**src/rtl/pwm_gen_pkg.sv**
```systemverilog
// Shared types, constants and helpers for the PWM generator core.
package pwm_gen_pkg;

  typedef enum logic [1:0] {
    IDLE,
    ALIGN,
    RUN
  } state_e;

  localparam int unsigned PWM_NB_PULSES_W = 32;
  localparam logic [PWM_NB_PULSES_W-1:0] NB_PULSES_MAX = '1;

  // Widest supported field and bus (16 channels of up to 64 bits).
  localparam int unsigned CFG_FIELD_MAX_W = 64;
  localparam int unsigned CFG_BUS_MAX_W   = 16 * CFG_FIELD_MAX_W;

  // Extract channel k's field of width pw from a zero-extended packed cfg bus.
  // The caller truncates the result to its own field width.
  function automatic logic [CFG_FIELD_MAX_W-1:0] cfg_field(
    input logic [CFG_BUS_MAX_W-1:0] bus,
    input int unsigned              k,
    input int unsigned              pw
  );
    return CFG_FIELD_MAX_W'(bus >> (k * pw));
  endfunction

endpackage

```
**src/rtl/pwm_gen_if.sv**
```systemverilog
// Register-bank <-> PWM core connection: staged config, control and status.
interface pwm_gen_if import pwm_gen_pkg::*; #(
  parameter int unsigned N_PWMS      = 4,
  parameter int unsigned PULSE_WIDTH = 32
);

  logic                              sw_reset;
  logic                              load_config;
  logic [N_PWMS*PULSE_WIDTH-1:0]     cfg_period;
  logic [N_PWMS*PULSE_WIDTH-1:0]     cfg_width;
  logic [N_PWMS*PULSE_WIDTH-1:0]     cfg_offset;
  logic [N_PWMS-1:0]                 pwm;
  logic [PWM_NB_PULSES_W-1:0]        nb_pulses;
  logic                              cfg_pending;
  logic                              running;

  modport master (
    output sw_reset, load_config, cfg_period, cfg_width, cfg_offset,
    input  pwm, nb_pulses, cfg_pending, running
  );

  modport slave (
    input  sw_reset, load_config, cfg_period, cfg_width, cfg_offset,
    output pwm, nb_pulses, cfg_pending, running
  );

endinterface

```
**src/rtl/pwm_gen_channel.sv**
```systemverilog
// One PWM channel: active period/width/offset, offset and period counters,
// registered output. wrap flags the last cycle of the period.
module pwm_gen_channel import pwm_gen_pkg::*; #(
  parameter int unsigned PULSE_WIDTH = 32
) (
  input  logic                   clk,
  input  logic                   resetn,
  input  logic                   clear,
  input  logic                   load,
  input  logic                   enable,
  input  logic [PULSE_WIDTH-1:0] cfg_period,
  input  logic [PULSE_WIDTH-1:0] cfg_width,
  input  logic [PULSE_WIDTH-1:0] cfg_offset,
  output logic                   pwm,
  output logic                   wrap
);

  localparam logic [PULSE_WIDTH-1:0] ONE = PULSE_WIDTH'(1);

  logic [PULSE_WIDTH-1:0] period_q, period_d;
  logic [PULSE_WIDTH-1:0] width_q, width_d;
  logic [PULSE_WIDTH-1:0] offset_q, offset_d;
  logic [PULSE_WIDTH-1:0] off_cnt_q, off_cnt_d;
  logic [PULSE_WIDTH-1:0] cnt_q, cnt_d;
  logic                   pwm_q, pwm_d;
  logic                   off_done;
  logic                   at_last;

  assign off_done = (off_cnt_q == offset_q);
  assign at_last  = (cnt_q == period_q - ONE);
  // A disabled channel reports a boundary every cycle so reloads are never stalled.
  assign wrap     = (period_q == '0) || (off_done && at_last);
  assign pwm      = pwm_q;

  // Next-state: load > clear > count.
  always_comb begin
    period_d  = period_q;
    width_d   = width_q;
    offset_d  = offset_q;
    off_cnt_d = off_cnt_q;
    cnt_d     = cnt_q;
    pwm_d     = pwm_q;
    if (load) begin
      period_d  = cfg_period;
      width_d   = cfg_width;
      offset_d  = cfg_offset;
      off_cnt_d = '0;
      cnt_d     = '0;
      pwm_d     = 1'b0;
    end else if (clear) begin
      off_cnt_d = '0;
      cnt_d     = '0;
      pwm_d     = 1'b0;
    end else if (enable) begin
      if (!off_done) begin
        off_cnt_d = off_cnt_q + ONE;
        pwm_d     = 1'b0;
      end else if (period_q == '0) begin
        pwm_d = 1'b0;
      end else begin
        pwm_d = (cnt_q < width_q);
        cnt_d = at_last ? '0 : cnt_q + ONE;
      end
    end
  end

  // Channel registers.
  always_ff @(posedge clk) begin
    if (!resetn) begin
      period_q  <= '0;
      width_q   <= '0;
      offset_q  <= '0;
      off_cnt_q <= '0;
      cnt_q     <= '0;
      pwm_q     <= 1'b0;
    end else begin
      period_q  <= period_d;
      width_q   <= width_d;
      offset_q  <= offset_d;
      off_cnt_q <= off_cnt_d;
      cnt_q     <= cnt_d;
      pwm_q     <= pwm_d;
    end
  end

endmodule

```
**src/rtl/pwm_gen_core.sv**
```systemverilog
// PWM counter engine: sequencing FSM, atomic config reload, N channels and
// channel-0 pulse counter.
module pwm_gen_core import pwm_gen_pkg::*; #(
  parameter int unsigned N_PWMS      = 4,
  parameter int unsigned PULSE_WIDTH = 32
) (
  input  logic     clk,
  input  logic     resetn,
  pwm_gen_if.slave bus
);

  state_e                      state_q, state_d;
  logic                        running_q, running_d;
  logic                        pending_q, pending_d;
  logic                        pwm0_prev_q, pwm0_prev_d;
  logic [PWM_NB_PULSES_W-1:0]  nb_pulses_q, nb_pulses_d;

  logic [N_PWMS-1:0]           pwm_ch;
  logic [N_PWMS-1:0]           wrap_ch;
  logic                        idle_exit;
  logic                        apply;
  logic                        ch_load;
  logic                        run_en;
  logic                        unused_wrap;

  logic [CFG_BUS_MAX_W-1:0]    period_ext;
  logic [CFG_BUS_MAX_W-1:0]    width_ext;
  logic [CFG_BUS_MAX_W-1:0]    offset_ext;

  assign period_ext = CFG_BUS_MAX_W'(bus.cfg_period);
  assign width_ext  = CFG_BUS_MAX_W'(bus.cfg_width);
  assign offset_ext = CFG_BUS_MAX_W'(bus.cfg_offset);

  // Only channel 0's period boundary schedules reloads.
  assign unused_wrap = ^wrap_ch;

  // Reload qualification: IDLE exit, or a pending/new request at channel 0's boundary.
  always_comb begin
    idle_exit = !bus.sw_reset && (state_q == IDLE);
    apply     = !bus.sw_reset && (state_q == RUN) &&
                (pending_q || bus.load_config) && wrap_ch[0];
    ch_load   = idle_exit || apply;
    run_en    = (state_q == RUN);
  end

  for (genvar k = 0; k < N_PWMS; k++) begin : g_ch
    logic [PULSE_WIDTH-1:0] period_k;
    logic [PULSE_WIDTH-1:0] width_k;
    logic [PULSE_WIDTH-1:0] offset_k;

    assign period_k = PULSE_WIDTH'(cfg_field(period_ext, k, PULSE_WIDTH));
    assign width_k  = PULSE_WIDTH'(cfg_field(width_ext, k, PULSE_WIDTH));
    assign offset_k = PULSE_WIDTH'(cfg_field(offset_ext, k, PULSE_WIDTH));

    pwm_gen_channel #(.PULSE_WIDTH(PULSE_WIDTH)) u_ch (
      .clk        (clk),
      .resetn     (resetn),
      .clear      (bus.sw_reset),
      .load       (ch_load),
      .enable     (run_en),
      .cfg_period (period_k),
      .cfg_width  (width_k),
      .cfg_offset (offset_k),
      .pwm        (pwm_ch[k]),
      .wrap       (wrap_ch[k])
    );
  end

  // FSM, pending request and pulse counter next-state; sw_reset overrides all.
  always_comb begin
    state_d     = state_q;
    pending_d   = pending_q;
    nb_pulses_d = nb_pulses_q;
    pwm0_prev_d = pwm_ch[0];
    if (bus.sw_reset) begin
      state_d     = IDLE;
      pending_d   = 1'b0;
      nb_pulses_d = '0;
      pwm0_prev_d = 1'b0;
    end else begin
      unique case (state_q)
        IDLE:    state_d = ALIGN;
        ALIGN:   state_d = RUN;
        RUN:     if (apply) state_d = ALIGN;
        default: state_d = IDLE;
      endcase
      if (ch_load) begin
        pending_d = 1'b0;
      end else if (bus.load_config) begin
        pending_d = 1'b1;
      end
      if (pwm0_prev_q && !pwm_ch[0] && (nb_pulses_q != NB_PULSES_MAX)) begin
        nb_pulses_d = nb_pulses_q + PWM_NB_PULSES_W'(1);
      end
    end
    running_d = (state_d == RUN);
  end

  // Core control registers.
  always_ff @(posedge clk) begin
    if (!resetn) begin
      state_q     <= IDLE;
      running_q   <= 1'b0;
      pending_q   <= 1'b0;
      pwm0_prev_q <= 1'b0;
      nb_pulses_q <= '0;
    end else begin
      state_q     <= state_d;
      running_q   <= running_d;
      pending_q   <= pending_d;
      pwm0_prev_q <= pwm0_prev_d;
      nb_pulses_q <= nb_pulses_d;
    end
  end

  assign bus.pwm         = pwm_ch;
  assign bus.nb_pulses   = nb_pulses_q;
  assign bus.cfg_pending = pending_q;
  assign bus.running     = running_q;

endmodule

```
**src/flat_wrapper.sv**
```systemverilog
// flat-port wrapper written by rule: the top's interface ports become plain ports
module pwm_gen_core_flat import pwm_gen_pkg::*;
#(
  parameter int unsigned N_PWMS      = 4,
  parameter int unsigned PULSE_WIDTH = 32
)
  (clk, resetn, bus_sw_reset, bus_load_config, bus_cfg_period, bus_cfg_width, bus_cfg_offset, bus_pwm, bus_nb_pulses, bus_cfg_pending, bus_running);
  pwm_gen_if #(.N_PWMS(N_PWMS), .PULSE_WIDTH(PULSE_WIDTH)) bus_i ();
  input  logic clk;
  input  logic resetn;
  input wire logic [$bits(bus_i.sw_reset)-1:0] bus_sw_reset;
  input wire logic [$bits(bus_i.load_config)-1:0] bus_load_config;
  input wire logic [$bits(bus_i.cfg_period)-1:0] bus_cfg_period;
  input wire logic [$bits(bus_i.cfg_width)-1:0] bus_cfg_width;
  input wire logic [$bits(bus_i.cfg_offset)-1:0] bus_cfg_offset;
  output wire logic [$bits(bus_i.pwm)-1:0] bus_pwm;
  output wire logic [$bits(bus_i.nb_pulses)-1:0] bus_nb_pulses;
  output wire logic [$bits(bus_i.cfg_pending)-1:0] bus_cfg_pending;
  output wire logic [$bits(bus_i.running)-1:0] bus_running;
  assign bus_i.sw_reset = bus_sw_reset;
  assign bus_i.load_config = bus_load_config;
  assign bus_i.cfg_period = bus_cfg_period;
  assign bus_i.cfg_width = bus_cfg_width;
  assign bus_i.cfg_offset = bus_cfg_offset;
  assign bus_pwm = bus_i.pwm;
  assign bus_nb_pulses = bus_i.nb_pulses;
  assign bus_cfg_pending = bus_i.cfg_pending;
  assign bus_running = bus_i.running;
  pwm_gen_core #(.N_PWMS(N_PWMS), .PULSE_WIDTH(PULSE_WIDTH)) u_core (.clk(clk), .resetn(resetn), .bus(bus_i));
endmodule
```
**config.mk**
```make
export PLATFORM = sky130hd
export DESIGN_NAME = pwm_gen_core_flat
export DESIGN_NICKNAME = d
export VERILOG_FILES = /design/src/rtl/pwm_gen_pkg.sv /design/src/rtl/pwm_gen_if.sv /design/src/rtl/pwm_gen_channel.sv /design/src/rtl/pwm_gen_core.sv /design/src/flat_wrapper.sv
export SDC_FILE = /design/constraint.sdc
export NUM_CORES = 2
export LEC_CHECK = 0
export ABC_AREA = 1
export CELL_PAD_IN_SITES_DETAIL_PLACEMENT = 1
export CELL_PAD_IN_SITES_GLOBAL_PLACEMENT = 2
export CORE_ASPECT_RATIO = 0.7
export CORE_MARGIN = 4
export CORE_UTILIZATION = 30
export CTS_CLUSTER_DIAMETER = 30
export CTS_CLUSTER_SIZE = 12
export DETAILED_ROUTE_END_ITERATION = 10
export DONT_BUFFER_PORTS = 1
export GPL_TIMING_DRIVEN = 1
export PLACE_DENSITY = 0.78
export SYNTH_ARGS = -nofsm -noshare
export SYNTH_HDL_FRONTEND = slang
export SYNTH_SLANG_ARGS = --single-unit
```
**constraint.sdc**
```tcl
create_clock -name clk -period 3.7 [get_ports clk]
set_input_delay 0.185 -clock clk [delete_from_list [all_inputs] [get_ports clk]]
set_output_delay 0.185 -clock clk [all_outputs]
set_load 0.02 [all_outputs]
```
== Word-level counts from Yosys, hierarchy flattened ==
Index checks and enable logic that the tools add are counted.

* $add $sub $neg: 13
* Multipliers: 0
* Divide/modulo/power cells: 0
* Magnitude comparators: 4
* Eq/ne operators: 12
* Shift-type cells: 0
* Mux-type cells: 15
* Bitwise operators: 9
* Reduce and logical (&&, ||, !) cells: 27

{| class="wikitable"
|+ Operator list
! kind !! number
|-
| 32-bit by 1-bit adder with 32-bit output (second input constant) || 9
|-
| 32-bit == test || 8
|-
| 32-bit zero test || 4
|-
| 32-bit less-than comparator || 4
|-
| 32-bit two-way mux || 4
|-
| 32-bit by 1-bit subtractor with 32-bit output (second input constant) || 4
|-
| 32-bit inequality test (second input constant) || 1
|-
| 3-bit AND reduction || 4
|-
| 1-bit inverter || 9
|-
| 1-bit two-way mux || 8
|-
| 2-bit AND reduction || 4
|-
| 1-bit logical AND || 7
|-
| 2-bit case mux with 3 select lines || 1
|-
| 2-bit == test (second input constant) || 2
|-
| 2-bit two-way mux || 2
|-
| 1-bit logical OR || 3
|-
| 3-bit OR reduction || 1
|-
| 2-bit by 1-bit == test with 1-bit output (second input constant) || 1
|-
| 1-bit zero test || 2
|-
| 2-bit zero test || 1
|-
| 2-bit OR reduction || 1
|}

* Bits in registers: 681
* Latch bits: 0
* Memory bits (writable): 0
* Memory bits (read-only): 0
* Bits of input ports: 388
* Output and inout port bits: 38
* Word-level logic and storage cells: 109
* Memories: 0

== Longest topological paths before layout ==
* Word-level depth: 9
* Mapped depth: 24

== Cells and area by module ==
From an unflattened synthesis, not the netlist that was laid out.

* Cell total of the unflattened synthesis: 6517
* Area total of the unflattened synthesis: 42121.6 µm²

{| class="wikitable"
|+ By module, submodules not included
! module !! times used !! cells each !! area each (µm²) !! sequential area each (µm²)
|-
| pwm_gen_channel || 4 || 1538 || 9939.5 || 3223.1
|-
| pwm_gen_core || 1 || 365 || 2363.5 || 740.7
|}

== Worst setup path before layout ==
Ideal clock, no wire load.

* Kind: register to register
* From: register u_core.g_ch[0].u_ch.period_q[0]
* To: register u_core.g_ch[3].u_ch.offset_q[10]
* Arrival: 2.419 ns
* Setup slack: 1.165 ns
* Cell stages (with the launch flop): 22
* Buffers on the path: 4
* Cells stage by stage: dfxtp_1 -> inv_1 -> ha_1 -> buf_2 -> nand2_2 -> nor2_4 -> nand2_2 -> o21ai_1 -> nand2_1 -> nand2_1 -> nand2_1 -> nor2_1 -> nand2_1 -> nor2_1 -> nand3_1 -> nand2_1 -> nand2_1 -> buf_6 -> buf_6 -> buf_2 -> a21oi_1 -> nor2_1

* Cells in the longest elaborated chain, start to end: 6

{| class="wikitable"
|+ Ends and longest elaborated chain
! what !! RTL line !! RTL
|-
| from (decl) || pwm_gen_channel.sv:20 || <nowiki>logic [PULSE_WIDTH-1:0] period_q, period_d;</nowiki>
|-
| from (signal assigned) || pwm_gen_channel.sv:77 || <nowiki>period_q <= period_d;</nowiki>
|-
| 32-bit by 1-bit subtractor with 32-bit output || pwm_gen_channel.sv:30 || <nowiki>assign at_last = (cnt_q == period_q - ONE);</nowiki>
|-
| 32-bit == test || pwm_gen_channel.sv:30 ||
|-
| 1-bit logical AND || pwm_gen_channel.sv:32 || <nowiki>assign wrap = (period_q == '0) || (off_done && at_last);</nowiki>
|-
| 1-bit logical OR (*) || pwm_gen_channel.sv:32 ||
|-
| 1-bit logical AND (*) || pwm_gen_core.sv:41 || <nowiki>(pending_q || bus.load_config) && wrap_ch[0];</nowiki>
|-
| 1-bit logical OR (*) || pwm_gen_core.sv:42 || <nowiki>ch_load = idle_exit || apply;</nowiki>
|-
| to (signal assigned) || pwm_gen_channel.sv:79 || <nowiki>offset_q <= offset_d;</nowiki>
|-
| to (decl) || pwm_gen_channel.sv:22 || <nowiki>logic [PULSE_WIDTH-1:0] offset_q, offset_d;</nowiki>
|}

Every way passes the cells marked *; elsewhere a longest branch is shown, timed or not.
A chain may end at the register's enable or synchronous reset.

== Worst setup path after layout ==
* From: register u_core.g_ch[0].u_ch.period_q[1]
* To: register u_core.g_ch[0].u_ch.width_q[15]

* Cells in the longest elaborated chain, start to end: 6

{| class="wikitable"
|+ Ends and longest elaborated chain
! what !! RTL line !! RTL
|-
| 32-bit by 1-bit subtractor with 32-bit output || pwm_gen_channel.sv:30 ||
|-
| 32-bit == test || pwm_gen_channel.sv:30 ||
|-
| 1-bit logical AND || pwm_gen_channel.sv:32 ||
|-
| 1-bit logical OR (*) || pwm_gen_channel.sv:32 ||
|-
| 1-bit logical AND (*) || pwm_gen_core.sv:41 ||
|-
| 1-bit logical OR (*) || pwm_gen_core.sv:42 ||
|-
| to (signal assigned) || pwm_gen_channel.sv:78 || <nowiki>width_q <= width_d;</nowiki>
|-
| to (decl) || pwm_gen_channel.sv:21 || <nowiki>logic [PULSE_WIDTH-1:0] width_q, width_d;</nowiki>
|}

Marked as above.

==> impl_results.md <==
- Initial Util: 0.302
- Fin. max-slew vios: 0
- Critical path capture point: u_core.g_ch[0].u_ch.width_q[15]
- Drt first pass iters: 7
- Post-Syn Area: 43,100 um2
- TritonCTS buffer count: 184
- Place WS: 0.158 ns
- Maximum VDD drop: 0.000456 V
- DP HPWL: 126,000 um
- Worst R2R Path Depth: 19
- Wire length of the first global-routing pass: 275,000 um
- Worst-Margin Slew: 1.24 ns
- Routed Antenna Nets: 0
- Final hold slack: 0.0202 ns
- # IOs: 426
- P&R area growth vs syn: 31.8%
- Leak: 23.7 nW
- Crit start category: flop
- Synth Register Bits: 681
- Routed met1 length: 83,900 um
- Most common cell after layout, fill and taps aside: nand2_1
- R2R Setup Slk: 0.20 ns
- R2R Path Start: u_core.g_ch[0].u_ch.period_q[1]
- Core footprint: 143,000 um2
- CTS sink count: 681
- Wirelength per Cell: 19.6 um
- Worst setup EP type: flop
- Gate Count Post-Synth: 6,667
- Placed cell area: 45,000 um2
- GRT Residual Overflow: 0
- CP Max Fanout: 59
- CTS tree: done
- Die footprint: 150,000 um2
- Power Dens Cells: 501 nW/um2
- Starting DRT DRC Count: 2,828
- Fillers: 18,000
- Min-Delay Path Class: primary input to flop
- Met2 WL post-DR: 82,300 um
- Slew headroom: 0.176
- Antenna violations before repair: 40
- Max Used Layer: met5
- Finished Layout Cells: 9,210
- Clk Latency, worst-skew pair: 0.83 ns
- Worst endpoint required time: 4.41 ns
- Vias in the first global route: 46,700
- Post-synth net total: 7,196
- Port-buffer cells: 0
- Commonest non-fill, non-tap cells in the layout: 1,446 x nand2_1, 836 x nor2_1, 779 x inv_1
- Tot GR Track Use: 0.231
- Fin crit period: 3.50 ns
- Layout Nets: 7,657
- Crit share post-route: 0.947
- Total vias in the final route: 46,100
- # H-tree levels: 4
- Critical Path AT: 4.21 ns
- Met3 WL post-DR: 8750 um
- Die Span Y: 325 um
- Largest net degree at the start of global routing: 387
- Yosys cell types: 44
- Critical path class: flop to flop
- Max Clock Skew: 0.0625 ns
- Maximum clock frequency: 285 MHz
- Ratio of cells with drive above 1 in the final layout: 0.0670
- Synth warn: 0
- Wirelength, routed: 180,000 um
- Die Width: 461 um
- Rows: 116
- Worst Setup Slack, final: 0.197 ns
- Final GP Congestion: 0.893
- CTS Root Cell: clkbuf_16
- Max Cap Viol: 0
- Reg clk slew, reported paths: 0.05 ns
- Share of the yosys chip area belonging to registers: 0.316
- FF-to-FF End: u_core.g_ch[0].u_ch.width_q[15]
- Worst setup startpoint: u_core.g_ch[0].u_ch.period_q[1]
- Clk buf depth: 3
- DRC errors left: 0
- Synth Area per Inst: 6.47 um2
- Run status: finished, final reports clean
- Design area: 56,900 um2
- Final hold viol count: 0
- Finish-stage setup viols: 0
- Placed insts: 8,325
- Total Power: 28.5 mW
- DR vias/cell: 5.00
-- layout make-up --
cell class,instances,area (um2),share of cell area
Antenna cell,37,92.6,0.00163
Timing Repair Buffer,606,6100,0.107
Clock buffer,222,5020,0.0883
Multi-Input combinational cell,4873,25100,0.442
Clock inverter,121,1580,0.0278
Tap cell,1888,2360,0.0416
Inverter,782,2940,0.0516
Sequential cell,681,13600,0.240
-- cells in the mapped netlist, drive strengths merged --
library cell	number	area (um2)
nor3	204	1020
nor4	65	407
nand2	1454	5470
o21a	2	15.0
clkinv	1	3.75
o211ai	7	52.6
nand3b	68	510
a211oi	8	60.1
a21oi	716	3590
xnor2	129	1130
o221ai	5	43.8
buf	184	946
a21boi	5	37.5
o21bai	5	37.5
nor2	855	3260
a31oi	3	18.8
xor2	342	3000
ha	141	1760
dfxtp	681	13600
or2	21	131
xnor3	3	67.6
o21ai	49	245
o2111ai	1	8.76
nand4	141	882
and3	3	18.8
clkbuf	147	552
o31ai	4	30.0
a21o	3	22.5
nand3	623	3120
inv	781	2930
nor3b	16	120
-- metal layers --
metal	track usage	vias to the layer above
li1	-	22500
met1	0.312	22300
met2	0.368	957
met3	0.0455	340
met4	0.0745	14
met5	0	-
-- state kept, by name, indices dropped and copies added (netlist names) --
| name | cells |
|---|---|
| u_core.pwm0_prev_q | 1 |
| u_core.g_ch.u_ch.period_q | 128 |
| u_core.bus.cfg_pending | 1 |
| u_core.g_ch.u_ch.cnt_q | 128 |
| u_core.bus.running | 1 |
| u_core.g_ch.u_ch.off_cnt_q | 128 |
| u_core.state_q | 2 |
| u_core.g_ch.u_ch.pwm | 4 |
| u_core.g_ch.u_ch.width_q | 128 |
| u_core.bus.nb_pulses | 32 |
| u_core.g_ch.u_ch.offset_q | 128 |
-- cell families after synthesis --
group / after synthesis / share of synthesized area
AND/OR/NAND/NOR: 3450 / 0.346
adder cells (fa/ha/maj): 141 / 0.0409
XOR/XNOR: 474 / 0.0972
buffers and inverters: 1113 / 0.103
AO/OA/AOI/OAI: 808 / 0.0964
flip-flops: 681 / 0.316
-- power by group --
group	internal, mW	leakage (nW)	switching [mW]
sequential	7.74	5.58	0.318
clock	11.4	3.14	5.55
combinational	1.44	15.0	2.06
-- metrics by stage --
stage / util / setup TNS, ns
3_5_place_dp: 0.315 / 0
3_3_place_gp: 0.315 / 0
5_1_grt: 0.398 / -0.150
2_1_floorplan: - / 0
4_1_cts: 0.395 / 0
6_report: 0.398 / 0
-- what timing repair did --
| item | CTS | global route |
|---|---|---|
| setup buffers | 0 | 1 |
| endpoints found under the setup margin | 0 | 140 |
| gates resized for setup | 0 | 12 |
| endpoints found under the hold margin | 387 | 241 |
| hold buffers | 480 | 24 |
-- worst max-delay path, cell delays in order, from the launching register on --
cell and delay (ns):
dfxtp_1 0.31, inv_1 0.12, ha_4 0.21, nand2_2 0.12, nor2_4 0.18, nand2_1 0.12
nor2_1 0.32, nand2_1 0.09, nand2_1 0.07, nand2_1 0.07, nand4_1 0.09, nor2_1 0.05
nand3_1 0.07, nand2_1 0.09, nand2_4 0.11, buf_4 0.50, nand3_1 0.14, nand2_1 0.10
nor2_1 0.04, dlygate4sd3_1 0.55
-- how the worst min path moves through the flow --
stage	startpoint	to	depth (start not counted)
floorplan	bus_cfg_offset[0]	u_core.g_ch[0].u_ch.offset_q[0]	2
global placement	bus_cfg_width[73]	u_core.g_ch[2].u_ch.width_q[9]	2
detailed placement	bus_cfg_width[122]	u_core.g_ch[3].u_ch.width_q[26]	2
CTS	resetn	u_core.g_ch[3].u_ch.offset_q[0]	2
global route	resetn	u_core.g_ch[0].u_ch.period_q[26]	3
finish	resetn	u_core.g_ch[3].u_ch.offset_q[24]	3
Power figures use the tool's default switching activity.
